**config.mk**
```make
export PLATFORM = sky130hd
export DESIGN_NAME = mul_div_unit
export DESIGN_NICKNAME = d
export VERILOG_FILES = /design/src/rtl/mul_div_unit.sv
export SDC_FILE = /design/constraint.sdc
export NUM_CORES = 1
export LEC_CHECK = 0
export ABC_AREA = 1
export CAP_MARGIN = 20
export CORE_AREA = 8 8 198 275
export CTS_CLUSTER_DIAMETER = 120
export DETAILED_ROUTE_END_ITERATION = 10
export DIE_AREA = 0 0 206 283
export REMOVE_ABC_BUFFERS = 1
export SYNTH_ARGS = -nofsm -noshare
export SYNTH_HDL_FRONTEND = slang
export SYNTH_SLANG_ARGS = --single-unit
```
**constraint.sdc**
```tcl
create_clock -name clk -period 2.8 [get_ports clk]
set_input_delay 0.28 -clock clk [delete_from_list [all_inputs] [get_ports clk]]
set_output_delay 0.28 -clock clk [all_outputs]
set_load 0.03 [all_outputs]
```
**src/rtl/mul_div_unit.sv**
```systemverilog
// Radix-2 iterative multiply/divide unit producing a HI/LO pair.
// One shift-add or restoring-divide step per clock, with sign fix-up in a final cycle.
module mul_div_unit #(
  parameter int WIDTH = 32,
  parameter int CNT_W = 5
) (
  input  logic             clk,
  input  logic             rst_n,
  input  logic             start,
  input  logic [1:0]       op,
  input  logic [WIDTH-1:0] srca,
  input  logic [WIDTH-1:0] srcb,
  output logic             busy,
  output logic             done,
  output logic [WIDTH-1:0] hi,
  output logic [WIDTH-1:0] lo,
  output logic             div_by_zero
);

  typedef enum logic [1:0] {IDLE, RUN, FIX} state_t;

  state_t               state_q, state_d;
  logic [1:0]           op_q, op_d;
  logic [CNT_W-1:0]     cnt_q, cnt_d;
  logic [WIDTH-1:0]     operand_q, operand_d;
  logic [2*WIDTH-1:0]   acc_q, acc_d;
  logic                 signA_q, signA_d;
  logic                 signB_q, signB_d;
  logic [WIDTH-1:0]     srcaOrig_q, srcaOrig_d;
  logic [WIDTH-1:0]     hi_q, hi_d;
  logic [WIDTH-1:0]     lo_q, lo_d;
  logic                 done_q, done_d;
  logic                 dbz_q, dbz_d;

  logic                 inSigned;
  logic [WIDTH-1:0]     aMag, bMag;
  logic                 isDiv, isSigned;
  logic [WIDTH:0]       mulSum;
  logic [2*WIDTH:0]     divShift;
  logic                 divFits;
  logic [WIDTH-1:0]     remSub;
  logic [2*WIDTH-1:0]   prodNeg;
  logic [WIDTH-1:0]     quotNeg, remNeg;

  always_ff @(posedge clk) begin
    if (!rst_n) begin
      state_q    <= IDLE;
      op_q       <= '0;
      cnt_q      <= '0;
      operand_q  <= '0;
      acc_q      <= '0;
      signA_q    <= 1'b0;
      signB_q    <= 1'b0;
      srcaOrig_q <= '0;
      hi_q       <= '0;
      lo_q       <= '0;
      done_q     <= 1'b0;
      dbz_q      <= 1'b0;
    end else begin
      state_q    <= state_d;
      op_q       <= op_d;
      cnt_q      <= cnt_d;
      operand_q  <= operand_d;
      acc_q      <= acc_d;
      signA_q    <= signA_d;
      signB_q    <= signB_d;
      srcaOrig_q <= srcaOrig_d;
      hi_q       <= hi_d;
      lo_q       <= lo_d;
      done_q     <= done_d;
      dbz_q      <= dbz_d;
    end
  end

  always_comb begin
    inSigned = ~op[0];
    aMag     = (inSigned && srca[WIDTH-1]) ? ({WIDTH{1'b0}} - srca) : srca;
    bMag     = (inSigned && srcb[WIDTH-1]) ? ({WIDTH{1'b0}} - srcb) : srcb;
    isDiv    = op_q[1];
    isSigned = ~op_q[0];

    // Multiply: the carry out of the upper add survives as the MSB after the right shift.
    mulSum   = acc_q[0] ? ({1'b0, acc_q[2*WIDTH-1:WIDTH]} + {1'b0, operand_q})
                        : {1'b0, acc_q[2*WIDTH-1:WIDTH]};
    divShift = {acc_q, 1'b0};
    divFits  = divShift[2*WIDTH:WIDTH] >= {1'b0, operand_q};
    remSub   = WIDTH'(divShift[2*WIDTH:WIDTH] - {1'b0, operand_q});

    prodNeg  = {(2*WIDTH){1'b0}} - acc_q;
    quotNeg  = {WIDTH{1'b0}} - acc_q[WIDTH-1:0];
    remNeg   = {WIDTH{1'b0}} - acc_q[2*WIDTH-1:WIDTH];

    state_d    = state_q;
    op_d       = op_q;
    cnt_d      = cnt_q;
    operand_d  = operand_q;
    acc_d      = acc_q;
    signA_d    = signA_q;
    signB_d    = signB_q;
    srcaOrig_d = srcaOrig_q;
    hi_d       = hi_q;
    lo_d       = lo_q;
    done_d     = 1'b0;
    dbz_d      = dbz_q;

    unique case (state_q)
      IDLE: begin
        if (start) begin
          op_d       = op;
          cnt_d      = '0;
          operand_d  = op[1] ? bMag : aMag;
          acc_d      = {{WIDTH{1'b0}}, (op[1] ? aMag : bMag)};
          signA_d    = srca[WIDTH-1];
          signB_d    = srcb[WIDTH-1];
          srcaOrig_d = srca;
          state_d    = RUN;
        end
      end
      RUN: begin
        if (!isDiv) begin
          acc_d = {mulSum, acc_q[WIDTH-1:1]};
        end else if (divFits) begin
          acc_d = {remSub, divShift[WIDTH-1:1], 1'b1};
        end else begin
          acc_d = divShift[2*WIDTH-1:0];
        end
        cnt_d = cnt_q + CNT_W'(1);
        if (cnt_q == CNT_W'(WIDTH-1)) state_d = FIX;
      end
      FIX: begin
        state_d = IDLE;
        done_d  = 1'b1;
        if (!isDiv) begin
          {hi_d, lo_d} = (isSigned && (signA_q ^ signB_q)) ? prodNeg : acc_q;
          dbz_d        = 1'b0;
        end else if (operand_q == '0) begin
          lo_d  = '1;
          hi_d  = srcaOrig_q;
          dbz_d = 1'b1;
        end else begin
          lo_d  = (isSigned && (signA_q ^ signB_q)) ? quotNeg : acc_q[WIDTH-1:0];
          hi_d  = (isSigned && signA_q) ? remNeg : acc_q[2*WIDTH-1:WIDTH];
          dbz_d = 1'b0;
        end
      end
      default: state_d = IDLE;
    endcase
  end

  assign busy        = (state_q != IDLE);
  assign done        = done_q;
  assign hi          = hi_q;
  assign lo          = lo_q;
  assign div_by_zero = dbz_q;

endmodule

```
==> summary.md <==
| Metric | Value |
|---|---|
| Status | `complete, but fails checks` |
| Violated checks | `DRC` |
| Sum Neg Setup Slack | `0 ns` |
| Yosys reg bits | `roughly 200` |
| Final max-slew violation count | `0` |
| Worst-Margin Slew | `just under 0.8 ns` |
| RR Startpoint | `operand_q[12]` |
| Largest net degree at the start of global routing | `130` |
| Ys Warns | `0` |
| Synth area leader | `dfxtp_1` |
| Static leakage | `0.01141 uW` |
| Detail Route Antenna Nets | `0` |
| Largest fanout on the critical path | `17` |
| Nets | `slightly below 4k` |
| Grt ovf | `0` |
| Crit start category | `flip-flop` |
| Die width | `206 microns` |
| Postcts setup bufs | `0` |
| Post-CTS Resized | `0` |
| Avg Synthesized Cell Area | `between 5 and 6 sq um` |
| Worst clock skew | `0.03050 ns` |
| Total GRT Usage | `a little under a third` |
| Synth area leaders | `dfxtp_1 (21%), nand2_1 (19%), inv_1 (8.9%)` |
| H-tree depth | `1` |
| DR vias | `around 24k` |
| Core area | `50520 sq um` |
| WS Path Type | `flip-flop to flip-flop` |
| CP arrival | `between 3 and 4 ns` |
| Post-synthesis sequential area ratio | `about a fifth` |
| Hold Crit Class | `input pin to flip-flop` |
| Ys flop type | `dfxtp_1` |
| CTS tree | `built` |
| Initial core utilization | `between 30 and 40%` |
| Endpoints failing setup | `0` |
| Total clock sinks | `slightly above 200` |
| N_diodes | `0` |
| Clock buffer depth | `3` |
| Routed WL per cell | `approximately 22 microns` |
| Tmin final | `between 2 and 3 ns` |
| Worst slack, placed | `-0.2350 ns` |
| IO Pins | `about 140` |
| Critical Path RT | `~3.3 ns` |
| Die Height | `283 microns` |
| Fmax | `around 0.38 GHz` |
| Hold Slack | `0.1157 ns` |
| Max_slew headroom | `approximately 47%` |
| DRT iter0 DRCs | `around 2.2k` |
| Async S/R FF share, synth | `0%` |
| Vias in the first global route | `22.66k` |
| Top-count cell post-synth | `nand2_1` |
| Crit path capture type | `flip-flop` |
| CTS Root Cell | `clkbuf_16` |
| Distinct cells, synth | `56` |
| DR DRC count | `1` |
| Vias per cell | `around 5.5` |
| Finished Layout Cells | `4399` |
| Share of layout cells above drive strength 1 | `9.256%` |
| Reg-to-reg endpoint | `acc_q[46]` |
| Die footprint | `around 60000 sq um` |
| Tcrit/Tclk final | `a little over nine tenths` |
| Area Overhead vs Synth | `19.46%` |
| Final Hold Violating Endpoints | `0` |
| Max cap viols | `0` |
| Design Area, Final | `between 20000 and 25000 sq um` |
| Clock Latency Late Sink | `a little under 0.6 ns` |
| Setup crit end | `acc_q[46]` |
| Cells after Synth | `~3.5k` |
| Hold_sp | `rst_n` |
| CTS clock-pin slew for the worst setup and hold paths | `approximately 0.060 ns` |
| Synth top area share | `between 20 and 25%` |
| Initial antenna violation count | `1` |
| Post-synth top cells | `nand2_1 (1021), inv_1 (474), nand3_1 (323), nor2_1 (320), a21oi_1 (290)` |
| Num rows | `98` |
| Cts hold-fix bufs | `0` |
| Cts bufs inserted | `26` |
| Placed cell count | `4355` |
| R2R depth | `14` |
| Mapped Area | `19900 sq um` |
| PD cells | `between 400 and 500 nW/um^2` |
| DRT Pass-1 Iters | `8` |
| Min setup slack post-route | `between 0.15 and 0.2 ns` |
| DP HPWL | `~80000 microns` |
| First-pass GRT wire length | `between 100000 and 150000 microns` |
| VDD IR max | `555.8 uV` |
| RePlAce Congestion | `1.047` |
| Worst Setup SP | `operand_q[12]` |
| DRT Wirelength | `~96000 microns` |
| Flop2flop setup slack | `0.16 ns` |
| Port Buf Inserts | `approximately 140` |
| Placed cell area | `22930 sq um` |
| RSZ-0062 raised after global routing | `false` |
| Number of flops mapped to enable cells by yosys | `0` |
how the worst min path moves through the flow:
stage | to | slack, ns | cells after the start
after floorplan | lo[10] | 0.38 | 2
after global placement | srcaOrig_q[12] | 0.44 | 2
after detailed placement | srcaOrig_q[4] | 0.44 | 2
after CTS | lo[23] | 0.10 | 3
after global routing | lo[23] | 0.13 | 3
final | lo[23] | 0.12 | 3
area by class of cell:
cell class / count / area [sq um]
clock buffers: 39 / 760.7
inverters: 511 / 1923
fillers: 5652 / 26740
flip-flops and latches: 204 / 4088
well taps: 650 / 813.3
clock inverters: 5 / 78.83
repair buffers: 311 / 2783
multi-input cells: 2679 / 13330
power breakdown:
group	leakage [uW]	switching [uW]	total, uW	internal, uW
Combinational	0.00933	3310	4870	1560
Clock	0.000412	1450	3490	2040
Sequential	0.00167	170	3230	3060
Total	0.0114	4930	11600	6660
layer usage:
metal	part of all wire, %	wire length (microns)	track usage [%]
met5	0.012	12	0
met4	8.5	8194	22.67
met3	6.1	5871	3.929
met2	49	47320	55.49
met1	36	35030	34.55
per-stage QoR:
| step | total power, uW | utilization, % |
|---|---|---|
| final | 11590 | 47.06 |
| after detailed placement | 8048 | 45.39 |
| after floorplan | 6120 | - |
| after global placement | 8057 | 45.39 |
| after global routing | 12130 | 47.06 |
| after CTS | 11520 | 47.05 |
state kept, by name, indices dropped and copies added, names as in the netlist:
register	flops
signA_q	1
acc_q	64
operand_q	32
signB_q	1
done	1
srcaOrig_q	31
div_by_zero	1
state_q	2
lo	32
hi	32
cnt_q	5
op_q	2
critical path: stages, from the launching register on:
cell	delay, ns
dfxtp_1	0.36
inv_1	0.12
ha_1	0.40
nand2_2	0.13
inv_1	0.06
nand2_1	0.09
nand2_1	0.11
a21oi_4	0.18
nand2_2	0.13
nand2_4	0.11
nand2_8	0.12
nor2_2	0.41
nand2_1	0.14
nand4_1	0.11
a21oi_1	0.07
layout by cell type, fill, tap and decap left out, types with 38 or more instances in the layout:
| cell type | instances |
|---|---|
| ha_1 | 70 |
| nor3_1 | 38 |
| o21ai_0 | 239 |
| xor2_1 | 72 |
| nand2_1 | 1019 |
| nor2_1 | 319 |
| a21oi_1 | 290 |
| nand4_1 | 43 |
| a31oi_1 | 38 |
| clkdlybuf4s50_1 | 134 |
| dfxtp_1 | 203 |
| inv_1 | 472 |
| nand3_1 | 323 |
| buf_4 | 168 |
cells by family (layout without fill, tap and decap cells):
family	Yosys count	after routing	synth area share [%]
flops	204	204	20.52
xor+xnor	80	80	3.521
compound gates	655	655	17.74
buf+inv	653	866	12.66
fa+ha+maj	72	72	4.602
simple gates	1872	1872	40.97
Power figures use the tool's default switching activity.
